## src/rtl/pipe_register_pkg.sv

```systemverilog
// Shared types and helpers for the elastic pipe_register and its stages.
package pipe_register_pkg;

  typedef enum logic [1:0] {
    EMPTY = 2'b00,
    FULL  = 2'b01,
    SKID  = 2'b10
  } stage_st_e;

  // Occupancy counter width: must represent 0..2*depth inclusive.
  function automatic int cnt_w(input int depth);
    return $clog2(2 * depth + 1);
  endfunction

endpackage

```

## src/rtl/pipe_register_stage.sv

```systemverilog
// One elastic stage: main + skid register, registered upstream ready so the
// ready path is cut at every stage boundary.
module pipe_stage
  import pipe_register_pkg::*;
#(
  parameter int WIDTH = 35
) (
  input  logic             clk,
  input  logic             reset,
  input  logic             flush,
  input  logic             up_valid,
  output logic             up_ready,
  input  logic [WIDTH-1:0] up_data,
  output logic             dn_valid,
  input  logic             dn_ready,
  output logic [WIDTH-1:0] dn_data
);

  stage_st_e        state_q, state_d;
  logic [WIDTH-1:0] main_q, main_d;
  logic [WIDTH-1:0] skid_q, skid_d;
  logic             rdy_q, rdy_d;
  logic             push, pop;

  assign dn_valid = (state_q != EMPTY);
  assign dn_data  = main_q;
  assign up_ready = rdy_q;
  assign push     = up_valid & rdy_q;
  assign pop      = dn_valid & dn_ready;

  always_comb begin
    state_d = state_q;
    main_d  = main_q;
    skid_d  = skid_q;
    case (state_q)
      EMPTY: if (push) begin
        state_d = FULL;
        main_d  = up_data;
      end
      FULL: begin
        if (push && pop) begin
          main_d = up_data;
        end else if (push) begin
          state_d = SKID;
          skid_d  = up_data;
        end else if (pop) begin
          state_d = EMPTY;
        end
      end
      SKID: if (pop) begin
        state_d = FULL;
        main_d  = skid_q;
      end
      default: state_d = EMPTY;
    endcase
    // flush discards occupancy only; data registers keep whatever they hold
    if (flush) state_d = EMPTY;
    rdy_d = (state_d != SKID);
  end

  always_ff @(posedge clk or negedge reset) begin
    if (!reset) begin
      state_q <= EMPTY;
      main_q  <= '0;
      skid_q  <= '0;
      rdy_q   <= 1'b1;
    end else begin
      state_q <= state_d;
      main_q  <= main_d;
      skid_q  <= skid_d;
      rdy_q   <= rdy_d;
    end
  end

endmodule

```

## src/rtl/pipe_register.sv

```systemverilog
// DEPTH-stage elastic pipeline with flush and occupancy count.
module pipe_register
  import pipe_register_pkg::*;
#(
  parameter  int WIDTH = 35,
  parameter  int DEPTH = 2,
  localparam int CW    = cnt_w(DEPTH)
) (
  input  logic             clk,
  input  logic             reset,
  input  logic             in_valid,
  output logic             in_ready,
  input  logic [WIDTH-1:0] in_data,
  output logic             out_valid,
  input  logic             out_ready,
  output logic [WIDTH-1:0] out_data,
  input  logic             flush,
  output logic [CW-1:0]    count
);

  // Index i is the boundary in front of stage i; index DEPTH is the output.
  logic [DEPTH:0]            vld;
  logic [DEPTH:0]            rdy;
  logic [DEPTH:0][WIDTH-1:0] dat;

  assign vld[0]     = in_valid;
  assign dat[0]     = in_data;
  assign rdy[DEPTH] = out_ready;
  assign in_ready   = rdy[0];
  assign out_valid  = vld[DEPTH];
  assign out_data   = dat[DEPTH];

  for (genvar i = 0; i < DEPTH; i++) begin : g_stage
    pipe_stage #(.WIDTH(WIDTH)) u_stage (
      .clk      (clk),
      .reset    (reset),
      .flush    (flush),
      .up_valid (vld[i]),
      .up_ready (rdy[i]),
      .up_data  (dat[i]),
      .dn_valid (vld[i+1]),
      .dn_ready (rdy[i+1]),
      .dn_data  (dat[i+1])
    );
  end

  logic          push_in, pop_out;
  logic [CW-1:0] count_q, count_d;

  assign push_in = in_valid & in_ready;
  assign pop_out = out_valid & out_ready;
  assign count   = count_q;

  always_comb begin
    count_d = count_q;
    if (flush)                 count_d = '0;
    else if (push_in && !pop_out) count_d = count_q + CW'(1);
    else if (pop_out && !push_in) count_d = count_q - CW'(1);
  end

  always_ff @(posedge clk or negedge reset) begin
    if (!reset) count_q <= '0;
    else        count_q <= count_d;
  end

endmodule
```

## config.mk

```make
export PLATFORM = sky130hd
export DESIGN_NAME = pipe_register
export DESIGN_NICKNAME = d
export VERILOG_FILES = /design/src/rtl/pipe_register_pkg.sv /design/src/rtl/pipe_register_stage.sv /design/src/rtl/pipe_register.sv
export SDC_FILE = /design/constraint.sdc
export NUM_CORES = 1
export LEC_CHECK = 0
export CAP_MARGIN = 5
export CORE_MARGIN = 5
export CORE_UTILIZATION = 56
export CTS_BUF_LIST = sky130_fd_sc_hd__clkbuf_16
export DETAILED_ROUTE_END_ITERATION = 10
export PLACE_DENSITY_LB_ADDON = 0.3
export SKIP_LAST_GASP = 1
export SYNTH_ARGS = -nofsm -noshare
export SYNTH_HDL_FRONTEND = slang
export SYNTH_HIERARCHICAL = 1
export SYNTH_SLANG_ARGS = --single-unit
export TNS_END_PERCENT = 20
```

## constraint.sdc

```tcl
create_clock -name clk -period 2.2 [get_ports clk]
set_input_delay 0.44 -clock clk [delete_from_list [all_inputs] [get_ports clk]]
set_output_delay 0.44 -clock clk [all_outputs]
set_load 0.02 [all_outputs]
```

# ---- After elaboration in Yosys (flattened, before gate mapping)
# Index checks and enable logic that the tools add are counted.
dict set report totals {
  regBits 149
  latchBits 0
  ramBits 0
  rom_bits 0
  in_bits 40
  out_inout_bits 40
  elab_cells 70
  memories 0
}
dict set report op_classes {
  addsub 2
  n_mul 0
  div 0
  order_cmp 0
  eq_ne 12
  shifts 0
  mux 25
  bitwise_logic 5
  n_reduce_logical 17
}
# operator count
set op_table {}
lappend op_table {{35-bit two-way mux} 6}
lappend op_table {{35-bit case mux with 3 select lines} 2}
lappend op_table {{2-bit two-way mux} 12}
lappend op_table {{2-bit case mux with 3 select lines} 2}
lappend op_table {{2-bit by 1-bit inequality test with 1-bit output (second input constant)} 5}
lappend op_table {{3-bit two-way mux} 3}
lappend op_table {{3-bit nonzero test} 3}
lappend op_table {{4-bit AND reduction} 2}
lappend op_table {{2-bit inequality test (second input constant)} 3}
lappend op_table {{3-bit AND reduction} 2}
lappend op_table {{2-bit by 1-bit equality test with 1-bit output (second input constant)} 2}
lappend op_table {{2-bit equality test (second input constant)} 2}
lappend op_table {{1-bit logical AND} 4}
lappend op_table {{2-bit logical NOT} 2}
lappend op_table {{2-bit nonzero test} 2}
lappend op_table {{3-bit by 1-bit adder with 3-bit output (second input constant)} 1}
lappend op_table {{1-bit AND} 3}
lappend op_table {{3-bit by 1-bit subtractor with 3-bit output (second input constant)} 1}
lappend op_table {{1-bit logical NOT} 2}
lappend op_table {{1-bit NOT} 2}

# ---- Logic depth before layout (Yosys ltp)
dict set report logic_depth {
  depth_word 8
  depth_mapped 6
}

# ---- Cells and area by module
# The synthesis kept the hierarchy.
# module instances cells_each area_each_um2
set modules_own_cells {}
lappend modules_own_cells {pipe_stage 2 210 3155.5}
lappend modules_own_cells {pipe_register 1 25 249.0}

# ---- Least setup slack after synthesis
# Ideal clock, no wire load.
dict set report synth_timing {
  kind {register to register}
  start {register g_stage[0].u_stage.rdy_q}
  end {register g_stage[0].u_stage.skid_q[10]}
  setup_time_ns 0.125
  arrival_ns 1.751
  t_required_ns 2.075
  setup_slack_ns 0.323
  stages_incl_launch_ff 6
  path_buffers 2
  path_cell_list {dfstp_2 nand3b_4 or3b_1 buf_4 buf_6 mux2_4}
}
dict set report synth_between {
  elab_chain_cells 4
}
# item line_no
set synth_lines {}
lappend synth_lines {{start: declaration} pipe_register_stage.sv:22} ;# logic rdy_q, rdy_d;
lappend synth_lines {{start signal: assignment} pipe_register_stage.sv:71} ;# rdy_q <= rdy_d;
lappend synth_lines {{1-bit AND *} pipe_register_stage.sv:28} ;# assign push = up_valid & rdy_q;
lappend synth_lines {{1-bit logical AND} pipe_register_stage.sv:41} ;# if (push && pop) begin
lappend synth_lines {{1-bit NOT (no source line)} -}
lappend synth_lines {{3-bit AND reduction (no source line) *} -}
lappend synth_lines {{end signal: assignment} pipe_register_stage.sv:70} ;# skid_q <= skid_d;
lappend synth_lines {{end: declaration} pipe_register_stage.sv:21} ;# logic [WIDTH-1:0] skid_q, skid_d;
# Every way passes the cells marked *; elsewhere a longest branch is shown, timed or not.
# A chain may end at the register's enable or synchronous reset.

# ---- Worst setup path after layout
dict set report layout_timing {
  start {register g_stage[0].u_stage.rdy_q}
  end {output port in_ready}
}
# item line_no
set layout_lines {}
lappend layout_lines {{end: declaration} pipe_register.sv:12} ;# output logic in_ready,
# No word-level cell between the ends.

==> metrics.txt <==
summed negative setup slack over all endpoints=0 ns; DR iter-0 viols=339; setup fix buffers added after clock tree synthesis=0; number of detailed-routing iterations run before antenna repair=4; post-detailed-placement half-perimeter wirelength=9220 um; residual DRC count=0; input/output buffers=79; CTS Buf Count=17; number of hold violations in the final report=0; number of antenna violations at the first check in global routing=0; final setup violation count=0; crit end category=primary output; crit path max-delay cell type=sky130_fd_sc_hd__clkdlybuf4s50_1; signal arrival time at the worst endpoint=1.68 ns; final-report max-slew violation count=0; nets@finish=579; boundary pin count=80; Cells after Synth=445; Tcrit/Tclk final=96.2%; total die area=14000 um^2; clock network latency to the later pin of the worst-skew pair=0.41 ns; Worst Hold Slack=0.486 ns; CTS tree=built; # H-tree levels=4; start point of the critical path=g_stage[0].u_stage/up_ready$_DFF_PN1_; clock transition at the registers of the reported paths=0.06 ns; number of enable flip-flop cells after synthesis=0; Syn Nets=486; hold_sp=g_stage[1].u_stage/dn_data[10]$_DFFE_PN0P_; yosys warns=6; fraction of final layout cells with drive strength greater than 1=25.4%; critical path start-end classification=reg -> out; detailed-route vias per instance=6.23; first-pass GRT wire length=24600 um; Floorplan Core Area=11500 um^2; most common flop cell mapped by yosys=sky130_fd_sc_hd__dfrtp_1; classification of the worst-slack hold path=reg -> reg; worst setup slack for register-to-register paths=0.14 ns; antenna fix cells=0; DRT antenna net count=0; Max clock buf depth=2; P per Cell Area=943 nW/um^2; library cells used by synthesis=38; via count of the first global-routing pass=4678; normalized max-slew margin=27.0%; worst-case setup slack after placement=-0.140 ns; maxcap violations=0; crit-path cells=clkdlybuf4s50_1; Yosys reg bits=149; critical path's top delay family=buffers and inverters; Min Clock Period, post-route=2.12 ns; static power due to leakage=3.67 nW; post-route clock skew=0.00584 ns; max frequency=472 MHz; gr ovfl total=0; maximum ir drop on the vdd rail=719 uV; slack of the critical path=0.0835 ns; growth of design area from synthesis to finish=26.0%; width of the die=118 um; average size of a mapped cell=14.7 um^2; Initial Utilization=57.2%; cell at the root of the clock tree=sky130_fd_sc_hd__clkbuf_16; run status=finished, final reports clean; largest net degree at the start of global routing=70; buffer and inverter count on the worst path=1; clock net sink count=149; sequential cell area fraction in the yosys report=56.9%; via count=4324; routed wirelength normalized by instance count=21.6 um; GRT Total Usage=22.1%; Placement Cell Area=7660 um^2; Total Routed Length=15000 um; crit path max fanout=7; share of flip-flops with an asynchronous set or reset=100%; commonest non-fill, non-tap cells in the layout=sky130_fd_sc_hd__dfrtp_1 (147), sky130_fd_sc_hd__clkdlybuf4s50_1 (77), sky130_fd_sc_hd__o32a_1 (70), sky130_fd_sc_hd__o21a_1 (70), sky130_fd_sc_hd__mux2_4 (60); required time of the worst setup path=1.76 ns; vertical die dimension=118 um; peak per-stage delay on the critical path=0.64 ns; Row Count=39; final standard cell area without fillers=8270 um^2; Worst Setup Start Kind=register; RSZ-0062 raised after global routing=no; reg-to-reg startpoint=g_stage[1].u_stage/up_ready$_DFF_PN1_; most frequent standard cell in the layout excluding fill and tap cells=sky130_fd_sc_hd__dfrtp_1; last weighted congestion value of the routability-driven placer=0.828; transition time of the tightest slew-check pin=1.09 ns; Post-Syn Area=6560 um^2
power by group:
part           switching, mW  internal, mW  leakage [nW]  total [mW]
sequential             0.284          3.18          1.80        3.46
combinational          0.564         0.830          1.58        1.39
clock                   1.08          1.86         0.293        2.94
cell usage after synthesis, drive strengths merged, types with 2 or more instances:
library cell / count / share of area, %
dfstp: 2 / 0.80
a211o: 2 / 0.27
nand2: 3 / 0.32
nor2: 5 / 0.29
or3b: 2 / 0.27
clkbuf: 18 / 1.0
buf: 16 / 1.9
mux2: 72 / 16
inv: 7 / 0.40
or2: 2 / 0.19
o21ai: 4 / 0.31
nand4b: 2 / 0.27
a211oi: 2 / 0.23
o21a: 70 / 8.0
dfrtp: 147 / 56
nand2b: 2 / 0.19
and3: 2 / 0.19
nor4b: 2 / 0.27
nand3b: 4 / 0.84
o32a: 70 / 11
nor2b: 2 / 0.19
kinds of logic after synthesis:
family	share of synthesized area [%]
fa+ha+maj	0.305
compound gates	20.0
buf+inv	3.30
flops	56.9
simple gates	3.38
mux	15.9
xor+xnor	0.248
metal layers:
metal | vias up | share of wire [%] | GRT usage, %
met1 | 2275 | 43 | 29.2
met5 | - | 0 | 0
met2 | 124 | 51 | 36.1
li1 | 1913 | - | -
met3 | 12 | 5.4 | 6.21
met4 | 0 | 0.91 | 5.95
final cells by class:
type / instances / area, um^2
Fill cell: 737 / 3200
Clock inverter: 15 / 169
Inverter: 7 / 26.3
Clock buffer: 17 / 425
Sequential cell: 149 / 3730
Tap cell: 143 / 179
Multi-Input combinational cell: 255 / 2650
Timing Repair Buffer: 108 / 1090
worst paths after layout:
path,end,depth (start not counted)
setup / recovery,in_ready,1
hold / removal,g_stage[1].u_stage/dn_data[10]$_DFFE_PN0P_,1
setup reg to reg,g_stage[1].u_stage/skid_q[16]$_DFFE_PN0P_,4
hold reg to reg,g_stage[1].u_stage/dn_data[10]$_DFFE_PN0P_,1
max in group asynchronous,g_stage[1].u_stage/dn_data[18]$_DFFE_PN0P_,3
min in group asynchronous,g_stage[0].u_stage/dn_data[10]$_DFFE_PN0P_,2
through the flow:
stage                     instances  power, mW  utilization, %
after floorplan                 445       4.25               -
after global placement          661       4.81            66.8
after detailed placement        661       4.88            66.8
after CTS                       694       7.85            72.1
after global routing            694       8.13            72.1
final                           694       7.80            72.1
state kept, by name, indices dropped and copies added (netlist names):
signal and flops:
g_stage.u_stage/state_q 4, count 3, g_stage.u_stage/up_ready 2, g_stage.u_stage/dn_data 70, g_stage.u_stage/skid_q 70
what timing repair did:
action	in CTS	in global routing
endpoints found under the hold margin	39	0
hold buffers	1	0
resized for setup	1	0
endpoints found under the setup margin	1	0
Power figures use the tool's default switching activity.
